<file path="config.mk">
export PLATFORM = sky130hd
export DESIGN_NAME = apb_master_bridge
export DESIGN_NICKNAME = d
export VERILOG_FILES = /design/src/rtl/apb_pkg.sv /design/src/rtl/apb_master_bridge.sv
export SDC_FILE = /design/constraint.sdc
export NUM_CORES = 1
export LEC_CHECK = 0
export CAP_MARGIN = 15
export CORE_AREA = 3 3 94 96
export DETAILED_ROUTE_END_ITERATION = 6
export DIE_AREA = 0 0 97 99
export HOLD_SLACK_MARGIN = 0.08
export PLACE_DENSITY = 0.85
export SKIP_CTS_REPAIR_TIMING = 1
export SYNTH_ARGS = -nofsm -noshare
export SYNTH_HDL_FRONTEND = slang
export SYNTH_SLANG_ARGS = --single-unit
</file>
<file path="constraint.sdc">
create_clock -name APB_CLK -period 1.66 [get_ports APB_CLK]
set_input_delay 0.166 -clock APB_CLK [delete_from_list [all_inputs] [get_ports APB_CLK]]
set_output_delay 0.166 -clock APB_CLK [all_outputs]
set_load 0.005 [all_outputs]
</file>
<file path="src/rtl/apb_pkg.sv">
// apb_pkg: shared definitions for the APB master bridge.
// Holds the bridge FSM state encoding and the GPIO register map
// used by software and test sequences that talk through the bridge.
package apb_pkg;

    // Bridge FSM states: idle/accepting, APB setup phase, APB access phase
    typedef enum logic [1:0] {
        IDLE   = 2'd0,
        SETUP  = 2'd1,
        ACCESS = 2'd2
    } apb_state_t;

    // GPIO peripheral register addresses
    localparam int unsigned ADDR_MODE      = 0;
    localparam int unsigned ADDR_DIRECTION = 1;
    localparam int unsigned ADDR_OUTPUT    = 2;
    localparam int unsigned ADDR_INPUT     = 3;

endpackage

</file>
<file path="src/rtl/apb_master_bridge.sv">
// apb_master_bridge: turns single host requests (valid/ready) into APB
// SETUP/ACCESS transfers and returns a one-cycle response pulse.
// Build macro APB_BRIDGE_TIMEOUT_EN adds an ACCESS-phase timeout that
// aborts a transfer after TIMEOUT_CYCLES cycles without APB_PREADY.
module apb_master_bridge
    import apb_pkg::*;
#(
    parameter int PDATA_SIZE     = 32,
    parameter int PADDR_SIZE     = 4,
    parameter int TIMEOUT_CYCLES = 16
) (
    input  logic                    APB_CLK,
    input  logic                    APB_RESET_n,
    // host request side
    input  logic                    req_valid,
    output logic                    req_ready,
    input  logic                    req_write,
    input  logic [PADDR_SIZE-1:0]   req_addr,
    input  logic [PDATA_SIZE-1:0]   req_wdata,
    input  logic [PDATA_SIZE/8-1:0] req_strb,
    // host response side
    output logic                    rsp_valid,
    output logic [PDATA_SIZE-1:0]   rsp_rdata,
    output logic                    rsp_err,
    // APB master side
    output logic                    APB_PSEL,
    output logic                    APB_PENABLE,
    output logic                    APB_PWRITE,
    output logic [PADDR_SIZE-1:0]   APB_PADDR,
    output logic [PDATA_SIZE/8-1:0] APB_PSTRB,
    output logic [PDATA_SIZE-1:0]   APB_PWDATA,
    input  logic [PDATA_SIZE-1:0]   APB_PRDATA,
    input  logic                    APB_PREADY,
    input  logic                    APB_PSLEVRR
);

    // Reject configurations the byte strobes and timeout cannot represent
    if ((PDATA_SIZE % 8) != 0 || TIMEOUT_CYCLES < 1) begin : g_param_check
        $error("apb_master_bridge: PDATA_SIZE must be a multiple of 8 and TIMEOUT_CYCLES >= 1");
    end

    apb_state_t state;

`ifdef APB_BRIDGE_TIMEOUT_EN
    localparam int CNT_W = $clog2(TIMEOUT_CYCLES + 1);
    // Holds (ACCESS cycle number - 1) of the current access phase
    logic [CNT_W-1:0] access_cnt;
`endif

    // Bridge FSM: every output is a register updated alongside the state
    always_ff @(posedge APB_CLK or negedge APB_RESET_n) begin
        if (!APB_RESET_n) begin
            // NOTE: the data/address registers are reset too, because they
            // drive ports that must read zero while reset is asserted.
            state       <= IDLE;
            req_ready   <= 1'b0;
            rsp_valid   <= 1'b0;
            rsp_rdata   <= '0;
            rsp_err     <= 1'b0;
            APB_PSEL    <= 1'b0;
            APB_PENABLE <= 1'b0;
            APB_PWRITE  <= 1'b0;
            APB_PADDR   <= '0;
            APB_PSTRB   <= '0;
            APB_PWDATA  <= '0;
`ifdef APB_BRIDGE_TIMEOUT_EN
            access_cnt  <= '0;
`endif
        end else begin
            // NOTE: non-blocking assignments only; later lines in this block
            // override the pulse default below without ordering hazards.
            rsp_valid <= 1'b0;
            case (state)
                IDLE: begin
                    if (req_valid && req_ready) begin
                        state       <= SETUP;
                        req_ready   <= 1'b0;
                        APB_PSEL    <= 1'b1;
                        APB_PENABLE <= 1'b0;
                        APB_PWRITE  <= req_write;
                        APB_PADDR   <= req_addr;
                        APB_PWDATA  <= req_wdata;
                        // reads never enable byte lanes
                        APB_PSTRB   <= req_write ? req_strb : '0;
                    end else begin
                        req_ready <= 1'b1;
                    end
                end
                SETUP: begin
                    state       <= ACCESS;
                    APB_PENABLE <= 1'b1;
`ifdef APB_BRIDGE_TIMEOUT_EN
                    access_cnt  <= '0;
`endif
                end
                ACCESS: begin
                    if (APB_PREADY) begin
                        state       <= IDLE;
                        req_ready   <= 1'b1;
                        APB_PSEL    <= 1'b0;
                        APB_PENABLE <= 1'b0;
                        rsp_valid   <= 1'b1;
                        rsp_err     <= APB_PSLEVRR;
                        rsp_rdata   <= APB_PWRITE ? '0 : APB_PRDATA;
`ifdef APB_BRIDGE_TIMEOUT_EN
                    end else if (access_cnt == CNT_W'(TIMEOUT_CYCLES - 1)) begin
                        // slave stalled for the whole budget: abort with error
                        state       <= IDLE;
                        req_ready   <= 1'b1;
                        APB_PSEL    <= 1'b0;
                        APB_PENABLE <= 1'b0;
                        rsp_valid   <= 1'b1;
                        rsp_err     <= 1'b1;
                        rsp_rdata   <= '0;
                    end else begin
                        access_cnt  <= access_cnt + CNT_W'(1);
`endif
                    end
                end
                default: begin
                    state     <= IDLE;
                    req_ready <= 1'b0;
                end
            endcase
        end
    end

endmodule

</file>
* After elaboration in Yosys (flattened, before gate mapping) *
Index checks and enable logic that the tools add are counted.

word-level totals
  memories kept = 0
  output and inout bits = 78
  register bits after elaboration = 80
  latch bits = 0
  bits in read-only memories = 0
  bits in writable memories = 0
  word-level logic and storage cells = 41
  input bits = 78

operators by class
  bitwise gates (word level) = 1
  magnitude comparators = 0
  add/sub/neg operators = 0
  multiplexer cells = 15
  shift operators = 0
  equal/unequal tests = 4
  $mul = 0
  divide/modulo/power cells = 0
  reductions and logical operators = 10

operators with widths
  operator                                        count
  2-to-1 mux 32 bit                               1
  AND reduction 2 bit                             4
  2-to-1 mux 1 bit                                7
  one-hot mux 1 bit (3 select lines)              2
  one-hot mux 2 bit (3 select lines)              1
  AND reduction 3 bit                             2
  2-to-1 mux 2 bit                                2
  2-to-1 mux 4 bit                                1
  inequality test 2 bit (second input constant)   2
  nonzero test 3 bit                              1
  == test 2 x 1 -> 1 bit (second input constant)  1
  == test 2 bit (second input constant)           1
  logical NOT 2 bit                               1
  one-hot mux 1 bit (2 select lines)              1
  nonzero test 2 bit                              1
  logical AND 1 bit                               1
  inverter 1 bit                                  1

* Longest topological paths before layout *
  depth after elaboration = 3
  depth in mapped cells = 5

* Least setup slack after synthesis *
Ideal clock, no wire load.

  path kind = register -> register
  start = register state[1]
  end = register APB_PADDR[0]
  period minus slack after synthesis = 1.336 ns
  arrival time = 1.211 ns
  stages on the path, launching flop included = 5
  data required time = 1.535 ns
  path slack = 0.324 ns
  path through = dfrtp_1 > nand4bb_1 > buf_6 > buf_6 > mux2_4

on the way
  longest elaborated chain between the ends = 2

RTL lines
  element                               RTL line                 RTL
  from (decl)                           apb_master_bridge.sv:42  apb_state_t state;
  from (signal assigned)                apb_master_bridge.sv:55  state <= IDLE;
  from (signal assigned)                apb_master_bridge.sv:76  state <= SETUP;
  from (signal assigned)                apb_master_bridge.sv:90  state <= ACCESS;
  logical NOT 2 bit                     apb_master_bridge.sv:73  case (state)
  AND reduction 2 bit (no source line)  -
  to (signal assigned)                  apb_master_bridge.sv:81  APB_PADDR <= req_addr;
  to (decl)                             apb_master_bridge.sv:29  output logic [PADDR_SIZE-1:0] APB_PADDR,

Every way passes these cells.
A chain may end at the register's enable or synchronous reset.

* Worst setup path after layout *
  start = register req_ready
  end = output req_ready

RTL lines
  element                 RTL line                 RTL
  from (decl)             apb_master_bridge.sv:16  output logic req_ready,
  from (signal assigned)  apb_master_bridge.sv:56  req_ready <= 1'b0;
  from (signal assigned)  apb_master_bridge.sv:77  req_ready <= 1'b0;
  from (signal assigned)  apb_master_bridge.sv:86  req_ready <= 1'b1;

No word-level cell between the ends.

==> impl_metrics.py <==
metrics = {
    "status": {
        "status": "completed",
    },
    "pwr": {
        "power.density_nw_per_um2": 1742,
        "p_leak_nw": 2.250,
        "vdd_drop_max_mv": 0.8159,
        "p_total_mw": 8.924,
    },
    "synth": {
        "syn_avg_cell_area_um2": 12.48,
        "synth_area_leaders": "dfrtp_1 62%, mux2_4 9.3%, nand2b_1 7.0%",
        "syn_area_um2": 3221,
        "yosysTopAreaCell": "dfrtp_1",
        "ys_types": 16,
        "seq_area_frac_synth_pct": 62.16,
        "yosys_warnings": 0,
        "synth_commonest_cells": "80 x dfrtp_1, 43 x nand2_1, 37 x o21ai_0",
        "synthCells": 258,
        "ys.flop_type": "dfrtp_1",
        "ys_seq_elements": 80,
        "syn_nets": 336,
        "ys_async_sr_fraction_pct": 100.0,
        "synth.most_common_cell": "dfrtp_1",
        "synth_top_area_share_pct": 62.16,
        "synth_edf_count": 0,
    },
    "job": {
        "max_cap_violations": 0,
    },
    "sta": {
        "maxSlewHeadroom_pct": 62.92,
        "setup_violations": 0,
        "skew_ps": 9.846,
        "worst_slew_pin_slew_ps": 556.1,
        "drv_slew": 0,
        "fmax_ghz": 0.6598,
        "hold_violations": 0,
        "rsz0062_at_grt": "no",
        "fin_crit_ps": 1516,
        "hold_slack_ps": 355.2,
        "fin_setup_tns_ps": 0,
        "finalCritPeriodShare_pct": 91.30,
    },
    "finish": {
        "fin_nets": 494,
        "utilization_pct": 62.97,
        "insertedDiodeCount": 0,
        "final-seq-area_um2": 2002,
        "drive_gt1_share_pct": 14.25,
        "syn2layout_area_growth_pct": 59.05,
        "fill_cells": 640,
        "multi_input_area_um2": 1139,
    },
    "setup_path": {
        "critical_path.cell_chain": "clkdlybuf4s50_1",
        "worst-path-buf-inv": 1,
        "crit_arrival_ps": 1350,
        "rrSetupSlack_ps": 290,
        "critPathMaxStageDelay_ps": 550,
        "crit_type": "reg2out",
        "reg2reg_depth": 3,
        "r2r_end": "APB_PWDATA[26]$_DFFE_PN0P_",
        "startpoint_type": "register",
        "timing.rr.start": "state[1]$_DFFE_PN0P_",
        "worstPathMaxFanout": 5,
        "endpoint_kind": "output port",
        "crit_required_ps": 1490,
        "cpMaxStageDelayCell": "clkdlybuf4s50_1",
        "cp_num_cells": 1,
        "crit_family": "buffers and inverters",
    },
    "global_route": {
        "grt_overflow": 0,
        "grt_util_met2_pct": 30.04,
        "grt_pass1_vias": 2533,
        "track_usage_pct": 16.98,
        "grt_max_degree": 67,
        "grtUsageMet3_pct": 4.246,
        "grt_util_met1_pct": 20.18,
        "antenna_found_initial": 0,
        "top_usage_layer": "met2",
        "grt_pass1_wl_um": 12880,
    },
    "clock_network": {
        "clk_pin_slew_ps": 80,
        "numCtsBuffers": 9,
        "cts-root-buf": "clkbuf_8",
        "cts_max_level": 3,
        "worstSkewPairLatency_ps": 330,
        "clk_path_buf_depth": 2,
        "numClockSinks": 80,
        "cts_tree": "yes",
    },
    "placement": {
        "dp_hpwl_um": 6025,
        "io_buffers": 155,
        "place_congestion": 0.7519,
    },
    "detailed_routing": {
        "postRouteAntennaNets": 0,
        "drcViolationCount": 0,
        "viasPerCell": 4.529,
        "dr.pass1.iters": 4,
        "drtIter0Drc": 57,
        "vias": 2382,
        "drt_wl_total_um": 8117,
        "wire_per_inst_um": 15.43,
    },
    "floorplanning": {
        "die_w_um": 97,
        "core.rowCount": 33,
        "die_h_um": 99,
        "coreArea_um2": 8134,
        "ios": 156,
        "start_util_pct": 39.59,
        "dieArea_um2": 9603,
    },
    "hold_path": {
        "hp-class": "in2async",
    },
}
==> cell type report <==
type | count | area share, %
Sequential cell | 80 | 39.08
Tap cell | 105 | 2.565
Multi-Input combinational cell | 161 | 22.23
Inverter | 2 | 0.1466
Clock buffer | 11 | 2.565
Timing Repair Buffer | 162 | 32.29
Clock inverter | 5 | 1.124
==> cells by family (layout without fill, tap and decap cells) <==
| group | Yosys count | in the layout | synth area share (%) |
|---|---|---|---|
| buffers and inverters | 17 | 180 | 2.991 |
| muxes | 38 | 38 | 15.62 |
| AOI/OAI and AO/OA | 38 | 38 | 5.983 |
| and+or+nand+nor | 85 | 85 | 13.25 |
| DFF | 80 | 80 | 62.16 |
==> cell usage in the layout (no fill, tap or decap) <==
cell type,instances
clkdlybuf4s50_1,154
dfrtp_1,80
nand2_1,43
o21ai_0,37
nand2b_1,36
mux2_4,20
mux2_2,18
clkbuf_8,9
buf_12,4
buf_4,3
nand3b_1,2
inv_1,2
nand3_1,2
clkinv_4,2
clkinv_2,2
clkbuf_1,2
nand4bb_4,1
nor2_1,1
a211oi_1,1
bufinv_16,1
dlygate4sd3_1,1
==> through the flow <==
step           area, um2  std cells  setup slack [ps]
2_1_floorplan       3221        258             324.2
3_3_place_gp        4923        509             152.5
3_5_place_dp        4923        509             131.4
4_1_cts             5112        525             126.5
5_1_grt             5122        526             58.70
6_report            5122        526             144.4
==> report_power, final <==
part / internal (mW) / total (mW) / switching (mW) / leakage [nW]
clock: 0.697 / 1.38 / 0.684 / 0.0973
combinational: 2.77 / 4.13 / 1.36 / 1.16
sequential: 2.87 / 3.41 / 0.538 / 0.988
==> flip-flops by register name, indices dropped and copies added (netlist names) <==
signal	count
rsp_err	1
APB_PSTRB	4
state	2
req_ready	1
rsp_valid	1
APB_PSEL	1
APB_PADDR	4
rsp_rdata	32
APB_PWRITE	1
APB_PENABLE	1
APB_PWDATA	32
==> worst max-delay path by stage <==
stage               slack, ps             startpoint                          to
floorplan                 320   state[1]$_DFFE_PN0P_    APB_PADDR[0]$_DFFE_PN0P_
global placement          150              req_valid  APB_PWDATA[23]$_DFFE_PN0P_
detailed placement        130              req_valid    APB_PADDR[2]$_DFFE_PN0P_
CTS                       130  req_ready$_DFFE_PN0P_                   req_ready
global route               60  req_ready$_DFFE_PN0P_                   req_ready
finish                    140  req_ready$_DFFE_PN0P_                   req_ready
==> routing by layer <==
layer  vias up  routed length, um
met4         0                119
met3        10                398
met2        74               4415
met1      1127               3183
met5         -                  0
li1       1171                  -
(Power assumes the default switching activity.)
